`config.mk`:
```
export PLATFORM = sky130hd
export DESIGN_NAME = branch_resolve_unit
export DESIGN_NICKNAME = d
export VERILOG_FILES = /design/src/rtl/branch_resolve_unit_pkg.sv /design/src/rtl/branch_resolve_unit_pred_fifo.sv /design/src/rtl/branch_resolve_unit.sv
export SDC_FILE = /design/constraint.sdc
export NUM_CORES = 1
export LEC_CHECK = 0
export ABC_CLOCK_PERIOD_IN_PS = 4200
export BUFFER_PORTS_ARGS = -buffer_cell sky130_fd_sc_hd__buf_2
export CAP_MARGIN = 10
export CELL_PAD_IN_SITES_DETAIL_PLACEMENT = 1
export CELL_PAD_IN_SITES_GLOBAL_PLACEMENT = 1
export CORE_MARGIN = 2
export CORE_UTILIZATION = 27
export DETAILED_ROUTE_END_ITERATION = 8
export HOLD_SLACK_MARGIN = 0.05
export PLACE_DENSITY_LB_ADDON = 0.1
export SLEW_MARGIN = 20
export SYNTH_ARGS = -nofsm -noshare
export SYNTH_HDL_FRONTEND = slang
export SYNTH_SLANG_ARGS = --single-unit
export TNS_END_PERCENT = 30
```
`constraint.sdc`:
```
create_clock -name clk -period 4.2 [get_ports clk]
set_clock_uncertainty 0.05 [all_clocks]
set_input_delay 0.84 -clock clk [delete_from_list [all_inputs] [get_ports clk]]
set_output_delay 0.84 -clock clk [all_outputs]
set_load 0.03 [all_outputs]
```
`src/rtl/branch_resolve_unit_pkg.sv`:
```
// Shared types for the branch resolve unit and the BTB:
// prediction entry layout, FSM encoding, PC step.
package branch_resolve_unit_pkg;

  localparam int ENTRY_W = 65;
  localparam logic [31:0] PC_INC = 32'd4;

  typedef struct packed {
    logic [31:0] pc;
    logic [31:0] tgt;
    logic        tk;
  } pred_t;

  typedef enum logic {
    RUN   = 1'b0,
    FLUSH = 1'b1
  } state_t;

  function automatic logic [31:0] fallthru(
    input logic [31:0] pc
  );
    return pc + PC_INC;
  endfunction

endpackage

```
`src/rtl/branch_resolve_unit_pred_fifo.sv`:
```
// In-order queue of fetch-time predictions.
// Clear empties it in one cycle and beats push/pop.
module pred_fifo
  import branch_resolve_unit_pkg::*;
#(
  parameter int DEPTH = 4
) (
  input  logic  clk,
  input  logic  reset,
  input  logic  push,
  input  logic  pop,
  input  logic  clear,
  input  pred_t din,
  output logic  full,
  output logic  empty,
  output pred_t head
);

  localparam int AW = $clog2(DEPTH);
  localparam int CW = AW + 1;

  logic [AW-1:0]      wptr;
  logic [AW-1:0]      rptr;
  logic [CW-1:0]      count;
  logic [ENTRY_W-1:0] mem [DEPTH];

  assign full  = (count == CW'(DEPTH));
  assign empty = (count == '0);
  assign head  = pred_t'(mem[rptr]);

  always_ff @(posedge clk or negedge reset) begin
    if (!reset) begin
      for (int i = 0; i < DEPTH; i++) begin
        mem[i] <= '0;
      end
    end else if (push && !clear) begin
      mem[wptr] <= din;
    end
  end

  always_ff @(posedge clk or negedge reset) begin
    if (!reset) begin
      wptr  <= '0;
      rptr  <= '0;
      count <= '0;
    end else if (clear) begin
      wptr  <= '0;
      rptr  <= '0;
      count <= '0;
    end else begin
      if (push) wptr <= wptr + AW'(1);
      if (pop)  rptr <= rptr + AW'(1);
      unique case (1'b1)
        push && !pop: count <= count + CW'(1);
        pop && !push: count <= count - CW'(1);
        default:      count <= count;
      endcase
    end
  end

endmodule

```
`src/rtl/branch_resolve_unit.sv`:
```
// Execute-side branch resolve: compares queued predictions with
// outcomes, drives the BTB update port, redirect and flush window.
module branch_resolve_unit
  import branch_resolve_unit_pkg::*;
#(
  parameter int DEPTH        = 4,
  parameter int FLUSH_CYCLES = 2,
  parameter bit UPDATE_ALL   = 1'b1
) (
  input  logic        clk,
  input  logic        reset,
  input  logic        PushValid,
  input  logic [31:0] PushPC,
  input  logic [31:0] PushTarget,
  input  logic        PushTaken,
  input  logic        ResolveValid,
  input  logic        ResolveTaken,
  input  logic [31:0] ResolveTarget,
  output logic        Full,
  output logic        Empty,
  output logic        UpdateEnable,
  output logic [31:0] PCUpdate,
  output logic [31:0] PCBranch,
  output logic        BranchTaken,
  output logic        Mispredict,
  output logic [31:0] RedirectPC,
  output logic        Flushing,
  output logic        Overflow,
  output logic        Underflow,
  output logic [31:0] PerfBranches,
  output logic [31:0] PerfMispredicts
);

  localparam int FW = $clog2(FLUSH_CYCLES + 1);

  state_t        state;
  state_t        state_n;
  logic [FW-1:0] fcnt;
  logic [FW-1:0] fcnt_n;

  pred_t head;
  pred_t din;
  logic  run;
  logic  do_push;
  logic  do_pop;
  logic  miss;

  assign run     = (state == RUN);
  assign do_pop  = run && ResolveValid && !Empty;
  assign do_push = run && PushValid && (!Full || ResolveValid);
  assign din     = '{pc: PushPC, tgt: PushTarget, tk: PushTaken};

  // a target mismatch only matters when the branch was actually taken
  assign miss = do_pop &&
    ((ResolveTaken != head.tk) ||
     (ResolveTaken && (ResolveTarget != head.tgt)));

  pred_fifo #(
    .DEPTH (DEPTH)
  ) u_fifo (
    .clk   (clk),
    .reset (reset),
    .push  (do_push),
    .pop   (do_pop),
    .clear (miss),
    .din   (din),
    .full  (Full),
    .empty (Empty),
    .head  (head)
  );

  always_ff @(posedge clk or negedge reset) begin
    if (!reset) begin
      state <= RUN;
      fcnt  <= '0;
    end else begin
      state <= state_n;
      fcnt  <= fcnt_n;
    end
  end

  always_comb begin
    state_n = state;
    fcnt_n  = fcnt;
    unique case (state)
      RUN: begin
        if (miss) begin
          state_n = FLUSH;
          fcnt_n  = FW'(FLUSH_CYCLES);
        end
      end
      FLUSH: begin
        if (fcnt == FW'(1)) state_n = RUN;
        else                fcnt_n  = fcnt - FW'(1);
      end
      default: state_n = RUN;
    endcase
  end

  assign Flushing = (state == FLUSH);

  always_ff @(posedge clk or negedge reset) begin
    if (!reset) begin
      UpdateEnable <= 1'b0;
      Mispredict   <= 1'b0;
      PCUpdate     <= '0;
      PCBranch     <= '0;
      BranchTaken  <= 1'b0;
      RedirectPC   <= '0;
    end else begin
      UpdateEnable <= do_pop && (UPDATE_ALL || miss);
      Mispredict   <= miss;
      if (do_pop) begin
        PCUpdate    <= head.pc;
        PCBranch    <= ResolveTarget;
        BranchTaken <= ResolveTaken;
        RedirectPC  <= ResolveTaken ? ResolveTarget
                                    : fallthru(head.pc);
      end
    end
  end

  always_ff @(posedge clk or negedge reset) begin
    if (!reset) begin
      Overflow        <= 1'b0;
      Underflow       <= 1'b0;
      PerfBranches    <= '0;
      PerfMispredicts <= '0;
    end else begin
      if (run && PushValid && Full && !ResolveValid)
        Overflow <= 1'b1;
      if (run && ResolveValid && Empty)
        Underflow <= 1'b1;
      if (do_pop)
        PerfBranches <= PerfBranches + 32'd1;
      if (miss)
        PerfMispredicts <= PerfMispredicts + 32'd1;
    end
  end

endmodule
```
==> results, run 1 <==
- IR analysis of the VDD net gives a maximum drop of 313.9 uV.
- Global routing finished with a remaining overflow of 0.
- The analysis attributes to cell leakage a power of 11.10 nW.
- The number of antenna violations at the first check in global routing is 10.
- The number of distinct standard cells referenced by the synthesized netlist is 52.
- The startpoint kind of the worst setup timing path is a register.
- The clock tree from TritonCTS is built.
- Row generation in the floorplan step produced 99 rows.
- In this run the worst path has a maximum fanout of 32.
- Tracing the worst setup path back leads to its startpoint at u_fifo.rptr[0]$_DFFE_PN0P_.
- For the pin with the worst max-slew slack, the measured transition is 0.8688 ns.
- The clock latency of the later-clocked register in the worst-skew pair is 0.62 ns.
- During synthesis, Yosys emitted a total of 0 warnings.
- The number of filler instances in the final layout is 7917.
- The cell area after synthesis is 19860 um^2.
- The number of global-route vias before repair is 14.37k.
- The die boundary height is 275.2 um.
- The count of max-cap constraint violations is 0.
- Of the cells placed in the final design, the portion with a size suffix greater than 1 is 39.06%.
- Entering global routing, the biggest net connects 84 pins.
- Once the clock tree was built, the resizer swapped 0 gates to a different size.
- Summed over all layers, the routed wires come to 64990 um.
- In the final layout, the multi-input gates occupy 8357 um^2.
- The switching component of the power is 7.475 mW.
- The routed layout has 13.20k vias.
- Setup repair after global routing left no endpoint under its margin.
- The setup path with the least slack is of type reg2reg.
- The number of placed I/O pins is 270.
- Setup violations remaining at the end of the flow were counted as 0.
- Sequential cells were found to cover 54.80% of the synthesized design area.
- The area growth from synthesis to final layout is 22.17%.
- The worst path setup slack after routing is 0.3279 ns.
- After detailed placement, the total cell area comes to 22460 um^2.
- Setup total negative slack on the finished layout was measured at 0 ns.
- Dividing total power by cell area gives a power density of 817.0 nW/um^2.
- The share of power burned in combinational logic is 40.5%.
- The detail route stage leaves a number of antenna-violating nets equal to 0.
- The final count of hold timing violations came to 0.
- The most numerous cell in the Yosys netlist is dfrtp_1.
- The post-route standard cell area excluding fillers is 24270 um^2.
- The mean routed wirelength per cell is 22.82 um.
- The first detailed-routing pass ran for 4 iterations.
- The number of synthesized flops with an enable pin is 0.
- Before CTS, the worst setup slack after placement is 0.3290 ns.
- The count of buffers added on input and output ports is 269.
- The fraction of the core area covered by cells at the end of the flow is 33.32%.
- Buffers added to address setup during post-CTS repair amount to 0.
- The register clock-pin slew on the reported worst setup and hold paths is 0.06 ns.
- The clock drives 435 sinks.
- The part of the power in registers is 35.7%.
- After synthesis, the share of flip-flops with an asynchronous set or reset is 100.0%.
- The chip width is 275.2 um.
- The cell type contributing the most total cell area after synthesis is dfrtp_1.
- The number of nets at the end of the flow is 1959.
- The worst endpoint data arrival time is 4.30 ns.
- The count of pins over their slew limit is 0.
- The count of mapped cells out of synthesis is 1551.
- Data on the critical path is required at its endpoint by 4.63 ns.
- For this block, the initial DRC count from the detailed router was 548.
- The deepest clock path buffer count is 3.
- Counting flops and latches in the post-synthesis netlist gives 435.
- In the finished design, the share of the clock period the worst path needs comes to 92.19%.
- The worst setup path is captured at a register.
- The start of the worst register-to-register path is u_fifo.rptr[0]$_DFFE_PN0P_.
- The clock root buffer is clkbuf_16.
- The class of the worst hold path is in2async.
- The leading register cell type out of synthesis is dfrtp_1.
- Net switching is 37.71% of the power.
- The sequential cell area is 10890 um^2.
- The first global-routing pass estimated 97320 um of wire.
- The floorplan step defined a die boundary enclosing 75750 um^2.
- The cell-internal power is 12.35 mW.
- Global routing used 17.23% of the available tracks.
- For this configuration, the core starts out at a cell density of 27.27%.
- By count the netlist is led by 435 x dfrtp_1, 257 x nand2_1, 214 x mux2_2.
- The remaining routing DRC violations is 0.
- The clock network burns 23.8% of the power.
- Measured against its own limit, the worst slew margin works out to 42.08%.
- After clock tree synthesis, the flow added hold-fix buffers numbering 0.
- The total half-perimeter wirelength after legalization and detailed placement is 46050 um.
- Sorting the synthesized cells by area gives the leading types as dfrtp_1 55%, mux2_2 12%, mux4_2 6.1%.
- The total chip power is 19.83 mW.
- Based on the critical path, the design can be clocked at up to 0.2583 GHz.
- The number of CTS-inserted buffers is 54.
- In this run the number of H-tree levels came out at 2.
- Using the TritonRoute via totals, the vias-per-cell ratio works out to 4.636.
- The flow ran to the end, and the final reports show no timing, DRC or antenna violations.
- The post-synth net total is 1662.
- In this run the standard cell core region covers 72830 um^2.
- Subtracting the final worst setup slack from the clock period gives 3.872 ns.
- The share of synthesized area in the top cell type comes to 54.80%.
- The final estimated routing congestion in global placement is 0.7596.
- The post-synthesis area per instance is 12.81 um^2.
==> layer usage <==
layer	up-vias	track usage (%)	wire length, um
li1	6004	-	-
met2	241	27.61	30390
met4	6	4.438	1431
met3	94	3.332	3111
met1	6857	23.91	30020
met5	-	0	31
==> worst max-delay path: stages (launching register included) <==
cell,delay [ns]
dfrtp_4,0.73
mux4_2,0.62
xnor2_1,0.43
nand4_1,0.15
a2111oi_0,0.38
nand4_1,0.24
o211ai_4,0.17
and3_2,0.29
buf_12,0.23
mux2_2,0.38
==> flip-flops by register name, indices dropped and copies added, names as in the netlist, 2 cells and up <==
name / cells
RedirectPC: 32
PCBranch: 32
u_fifo.rptr: 2
u_fifo.count: 3
PCUpdate: 32
u_fifo.mem: 260
PerfBranches: 32
fcnt: 2
PerfMispredicts: 32
u_fifo.wptr: 2
==> cell type report <==
type / count / area share, %
Inverter: 26 / 0.4073
Tap cell: 959 / 4.945
Clock inverter: 13 / 0.6652
Antenna cell: 2 / 0.02062
Timing Repair Buffer: 320 / 7.889
Multi-Input combinational cell: 1011 / 34.44
Clock buffer: 82 / 6.744
Sequential cell: 435 / 44.89
==> stage by stage <==
stage,hold WS [ns],std cells
2_1_floorplan,0.4073,1551
3_3_place_gp,0.3897,2751
3_5_place_dp,0.3964,2751
4_1_cts,0.2177,2846
5_1_grt,0.2525,2846
6_report,0.1894,2848
==> final timing paths <==
check	to	slack, ns	cells past startpoint
max reg2reg	u_fifo.mem[127]$_DFFE_PN0P_	0.33	9
min reg2reg	Underflow$_DFFE_PN0P_	0.41	1
min in group clk	Underflow$_DFFE_PN0P_	0.41	1
min	u_fifo.mem[193]$_DFFE_PN0P_	0.19	1
max in group asynchronous	PCUpdate[12]$_DFFE_PN0P_	2.93	2
max	u_fifo.mem[127]$_DFFE_PN0P_	0.33	9
==> placed cells by master, fill, tap and decap left out, types with 37 or more instances in the layout <==
cell / n
buf_2: 268
buf_4: 37
clkbuf_16: 54
dfrtp_1: 433
mux2_2: 214
mux2_4: 50
mux4_2: 54
nand2_1: 256
nor2_1: 51
o21ai_0: 46
xnor2_1: 77
xor2_1: 48
==> logic make-up (layout without fill, tap and decap cells) <==
group,count (synthesis),after routing,synth area share [%]
buffers and inverters,105,441,3.225
DFF,435,435,54.80
adders and majority gates,9,9,0.6047
other,0,2,0
and+or+nand+nor,441,441,9.852
AOI/OAI and AO/OA,92,92,2.658
xor gates and xnor gates,125,125,5.512
muxes,344,344,23.34
==> power by group through the flow <==
stage	logic (mW)	registers, mW	clock network [mW]
finish	8.02	7.08	4.72
global route	8.70	7.34	5.06
CTS	8.20	7.11	4.91
detailed placement	8.18	7.15	0
global placement	8.05	7.09	0
floorplan	4.73	7.72	0
(Power assumes the default switching activity.)
==> inputs of run 2 (changes only) <==
Settings changed: SYNTH_HIERARCHICAL from default to 1.
==> results, run 2 <==
- The run finished with clean final reports.
- The number of nets at the end of the flow is 1894 (-3.3%).
- The area growth from synthesis to final layout came to 22.19% (about the same).
- The final count of hold timing violations is 0 (unchanged).
- The ratio of cells with drive above 1 in the final layout is 36.40% (-2.7 points).
- The maximum net fanout on the critical path is 41 (+28%).
- The clock group share of total power was 24.1% (+0.3 points).
- The count of mapped cells out of synthesis is 1507 (-2.8%).
- The area of the core came to 71610 um^2 (-1.7%).
- The leading register cell type out of synthesis is dfrtp_1.
- The final routed wirelength across all metal layers is 61380 um (-5.5%).
- The total power density per cell area came to 799.1 nW/um^2 (-2.2%).
- The final estimated routing congestion in global placement came to 0.7377 (-2.9%).
- STA classifies the critical path endpoint as a register.
- u_fifo/mem holds more flip-flops than any other register.
- Setup repair after global routing left no endpoint under its margin.
- The total half-perimeter wirelength after legalization and detailed placement is 43050 um (-6.5%).
- The number of synthesized flops with an enable pin is 0 (unchanged).
- The number of DRC markers in iteration 0 is 519 (-5.3%).
- The final-layout setup total negative slack is 0 ns (unchanged).
- The register clock-pin slew on the reported worst setup and hold paths is 0.05 ns (about the same).
- The number of synthesized register bits is 435 (unchanged).
- The switching component of the power was 7.118 mW (-4.8%).
- The clock latency of the later-clocked register in the worst-skew pair was 0.61 ns (about the same).
- Sorting the synthesized cells by how often they occur yields 435 x dfrtp_1, 257 x nand2_1, 180 x mux2_2.
- The die boundary height was 273.3 um (-0.70%).
- The number of iterations in the first detailed-routing pass is 4 (unchanged).
- The final antenna-violating net count is 0 (unchanged).
- The share of power burned in combinational logic is 39.2% (-1.3 points).
- The number of I/O port buffers was 269 (unchanged).
- The share of total power consumed by net switching is 37.23% (-0.47 points).
- After synthesis, the largest family of logic cells by area is multiplexers.
- The clock tree from TritonCTS is built.
- The number of distinct standard cells referenced by the synthesized netlist was 48 (-7.7%).
- The number of setup violations in the final report is 0 (unchanged).
- The floorplan die area is 74690 um^2 (-1.4%).
- The post-CTS setup-driven buffer insertion count is 0 (unchanged).
- The cell type contributing the most total cell area after synthesis is dfrtp_1.
- The routed via count divided by cell count is 4.639 (about the same).
- The area fraction in compound gates after synthesis is 1.738% (-0.92 points).
- The number of levels the H-tree was split into is 2 (unchanged).
- The cell area after placement came to 22150 um^2 (-1.4%).
- The remaining routing DRC violations was 0 (unchanged).
- The count of max-cap constraint violations came to 0 (unchanged).
- The post-synthesis area per instance came to 12.99 um^2 (+1.5%).
- The post-cts repair resize count was 0 (unchanged).
- The adder-cell share of the synthesized area is 0.6134% (+0.0087 points).
- The clock sink count is 435 (unchanged).
- The number of antenna violations at the first check in global routing is 9 (-1).
- The stage delay of the slowest cell on the critical path is 0.56 ns (-0.17 ns).
- The chip width is 273.3 um (-0.70%).
- The mean routed wirelength per cell was 22.12 um (-3.1%).
- The most numerous cell in the Yosys netlist is dfrtp_1.
- The largest voltage drop on the vdd net was 331.0 uV (+5.5%).
- The deepest clock path buffer count was 3 (unchanged).
- The number of flip-flops under the largest register name is 260 (unchanged).
- Traced cell by cell, the critical path runs through buf_12, mux4_2, xnor2_1, nand4_1, nor4_1, nand4_1, nand2_1, inv_1, nor2b_4, nand2_4, buf_12, mux2_1.
- The critical path data required time is 4.62 ns (about the same).
- The cell area after synthesis is 19580 um^2 (-1.4%).
- The share of the cycle needed by the critical path after routing is 90.21% (-2.0 points).
- Among all stages on the critical path, the largest delay is contributed by mux4_2.
- The tree is rooted in a clkbuf_16.
- The multi-input combinational cell area is 8253 um^2 (-1.2%).
- The count of pins over their slew limit came to 0 (unchanged).
- The total overflow reported by the global router is 0 (unchanged).
- The count of standard-cell rows is 98 (-1.0%).
- The achievable frequency is 0.2639 GHz (+2.2%).
- The standby leakage power came to 11.09 nW (-0.12%).
- The worst slew margin relative to its limit is 52.61% (+11 points).
- The class of the worst hold path is in2async.
- The top cell type's share of synthesized area came to 55.59% (+0.79 points).
- The initial core utilization is 27.34% (+0.074 points).
- The mux contribution to synthesized area is 22.95% (-0.40 points).
- The combined global-route utilization of all metal layers was 16.55% (-0.68 points).
- The worst endpoint data arrival time was 4.21 ns (-0.09 ns).
- The part of the power in registers came to 36.7% (+1.0 points).
- The number of filler instances in the final layout was 7768 (-1.9%).
- The first-pass GRT wire length is 93150 um (-4.3%).
- The startpoint kind of the worst setup timing path is a register.
- The hold-fix buffer count after cts is 0 (unchanged).
- The detailed-route via count is 12.87k (-2.5%).
- The number of placed I/O pins came to 270 (unchanged).
- The proportion of register bits with asynchronous set or reset after synthesis is 100.0% (unchanged).
- The setup path with the least slack is of type reg2reg.
- The cell-internal power is 12.00 mW (-2.8%).
- The number of global-route vias before repair is 14.11k (-1.8%).
- The number of CTS-inserted buffers is 54 (unchanged).
- Leaving out fill and tap cells, the most frequent cells in the layout are 433 x dfrtp_1, 268 x buf_2, 253 x nand2_1.
- The post-synth net total came to 1618 (-2.6%).
- After synthesis, the cell types taking the most area are dfrtp_1 56%, mux2_2 10%, mux4_2 7.5%.
- The post-route standard cell area excluding fillers came to 23930 um^2 (-1.4%).
- The maximum number of pins on one net before global-route repair is 100 (+19%).
- The area share of and/or/nand/nor cells after synthesis was 11.02% (+1.2 points).
- The number of synthesis warnings is 6 (+6).
- The xor and xnor area share after synthesis was 5.681% (+0.17 points).
- The clock period minus final worst setup slack was 3.789 ns (-0.08308 ns).
- Leaving out fill and tap cells, the most frequent cell in the layout is dfrtp_1.
- The slew at the pin closest to its max-slew limit is 0.7109 ns (-0.1579 ns).
- The sequential element share of the synthesized area was 55.59% (+0.79 points).
- The sequential cell area is 10890 um^2 (about the same).
-- run 2: path summary, 6_finish.rpt --
check	start	to	slack (ns)	cells past startpoint
setup / recovery	u_fifo/rptr[0]$_DFFE_PN0P_	u_fifo/mem[43]$_DFFE_PN0P_	0.41	12
hold / removal	reset	PerfBranches[17]$_DFFE_PN0P_	0.11	1
setup reg to reg	u_fifo/rptr[0]$_DFFE_PN0P_	u_fifo/mem[43]$_DFFE_PN0P_	0.41	12
hold reg to reg	Overflow$_DFFE_PN0P_	Overflow$_DFFE_PN0P_	0.41	1
max in group asynchronous	reset	u_fifo/mem[157]$_DFFE_PN0P_	2.94	2
min in group clk	Overflow$_DFFE_PN0P_	Overflow$_DFFE_PN0P_	0.41	1
-- run 2: cells by family after synthesis --
logic type | after synthesis
XOR/XNOR | 127
buffers and inverters | 92
adder cells (fa/ha/maj) | 9
multiplexers | 335
AO/OA/AOI/OAI | 64
flip-flops | 435
AND/OR/NAND/NOR | 445
-- run 2: worst max-delay path: cells and delay by family, from the launching register on --
family / cells / cell delay [ns]
simple gates: 6 / 1.24
mux: 2 / 0.88
buf+inv: 3 / 0.68
flops: 1 / 0.53
xor+xnor: 1 / 0.20
-- run 2: area by class of cell --
type                       count  share of cell area [%]
inverter                       9                  0.1464
multi-input combinational    980                   34.49
clock inverter                13                  0.4341
clock buffer                  84                   6.961
timing repair buffer         303                   7.468
sequential                   435                   45.52
tap                          950                   4.968
antenna                        1                 0.01046
-- run 2: per-layer routing --
layer	part of all wire [%]	global-route usage, %	up-vias
met2	46	26.59	272
met4	2.0	4.026	12
met3	5.2	3.851	93
li1	-	-	5810
met5	0.12	0	-
met1	46	22.54	6686
-- run 2: metrics by stage --
stage | hold slack [ns] | setup slack (ns) | util, % | power, mW | std cells
final | 0.1060 | 0.4110 | 33.41 | 19.12 | 2775
after floorplan | 0.4087 | 0.7384 | - | 12.07 | 1507
after CTS | 0.1151 | 0.3329 | 33.41 | 19.54 | 2774
after detailed placement | 0.4043 | 0.3526 | 30.94 | 14.76 | 2677
after global placement | 0.3966 | 0.3783 | 30.94 | 14.57 | 2677
after global routing | 0.1093 | 0.04164 | 33.41 | 20.37 | 2774
-- run 2: power groups by stage --
stage	Combinational (mW)	Sequential, mW	Clock [mW]
5_1_grt	8.15	7.27	4.95
6_report	7.48	7.02	4.61
3_5_place_dp	7.66	7.10	0
4_1_cts	7.68	7.04	4.81
2_1_floorplan	4.39	7.68	0
3_3_place_gp	7.54	7.03	0
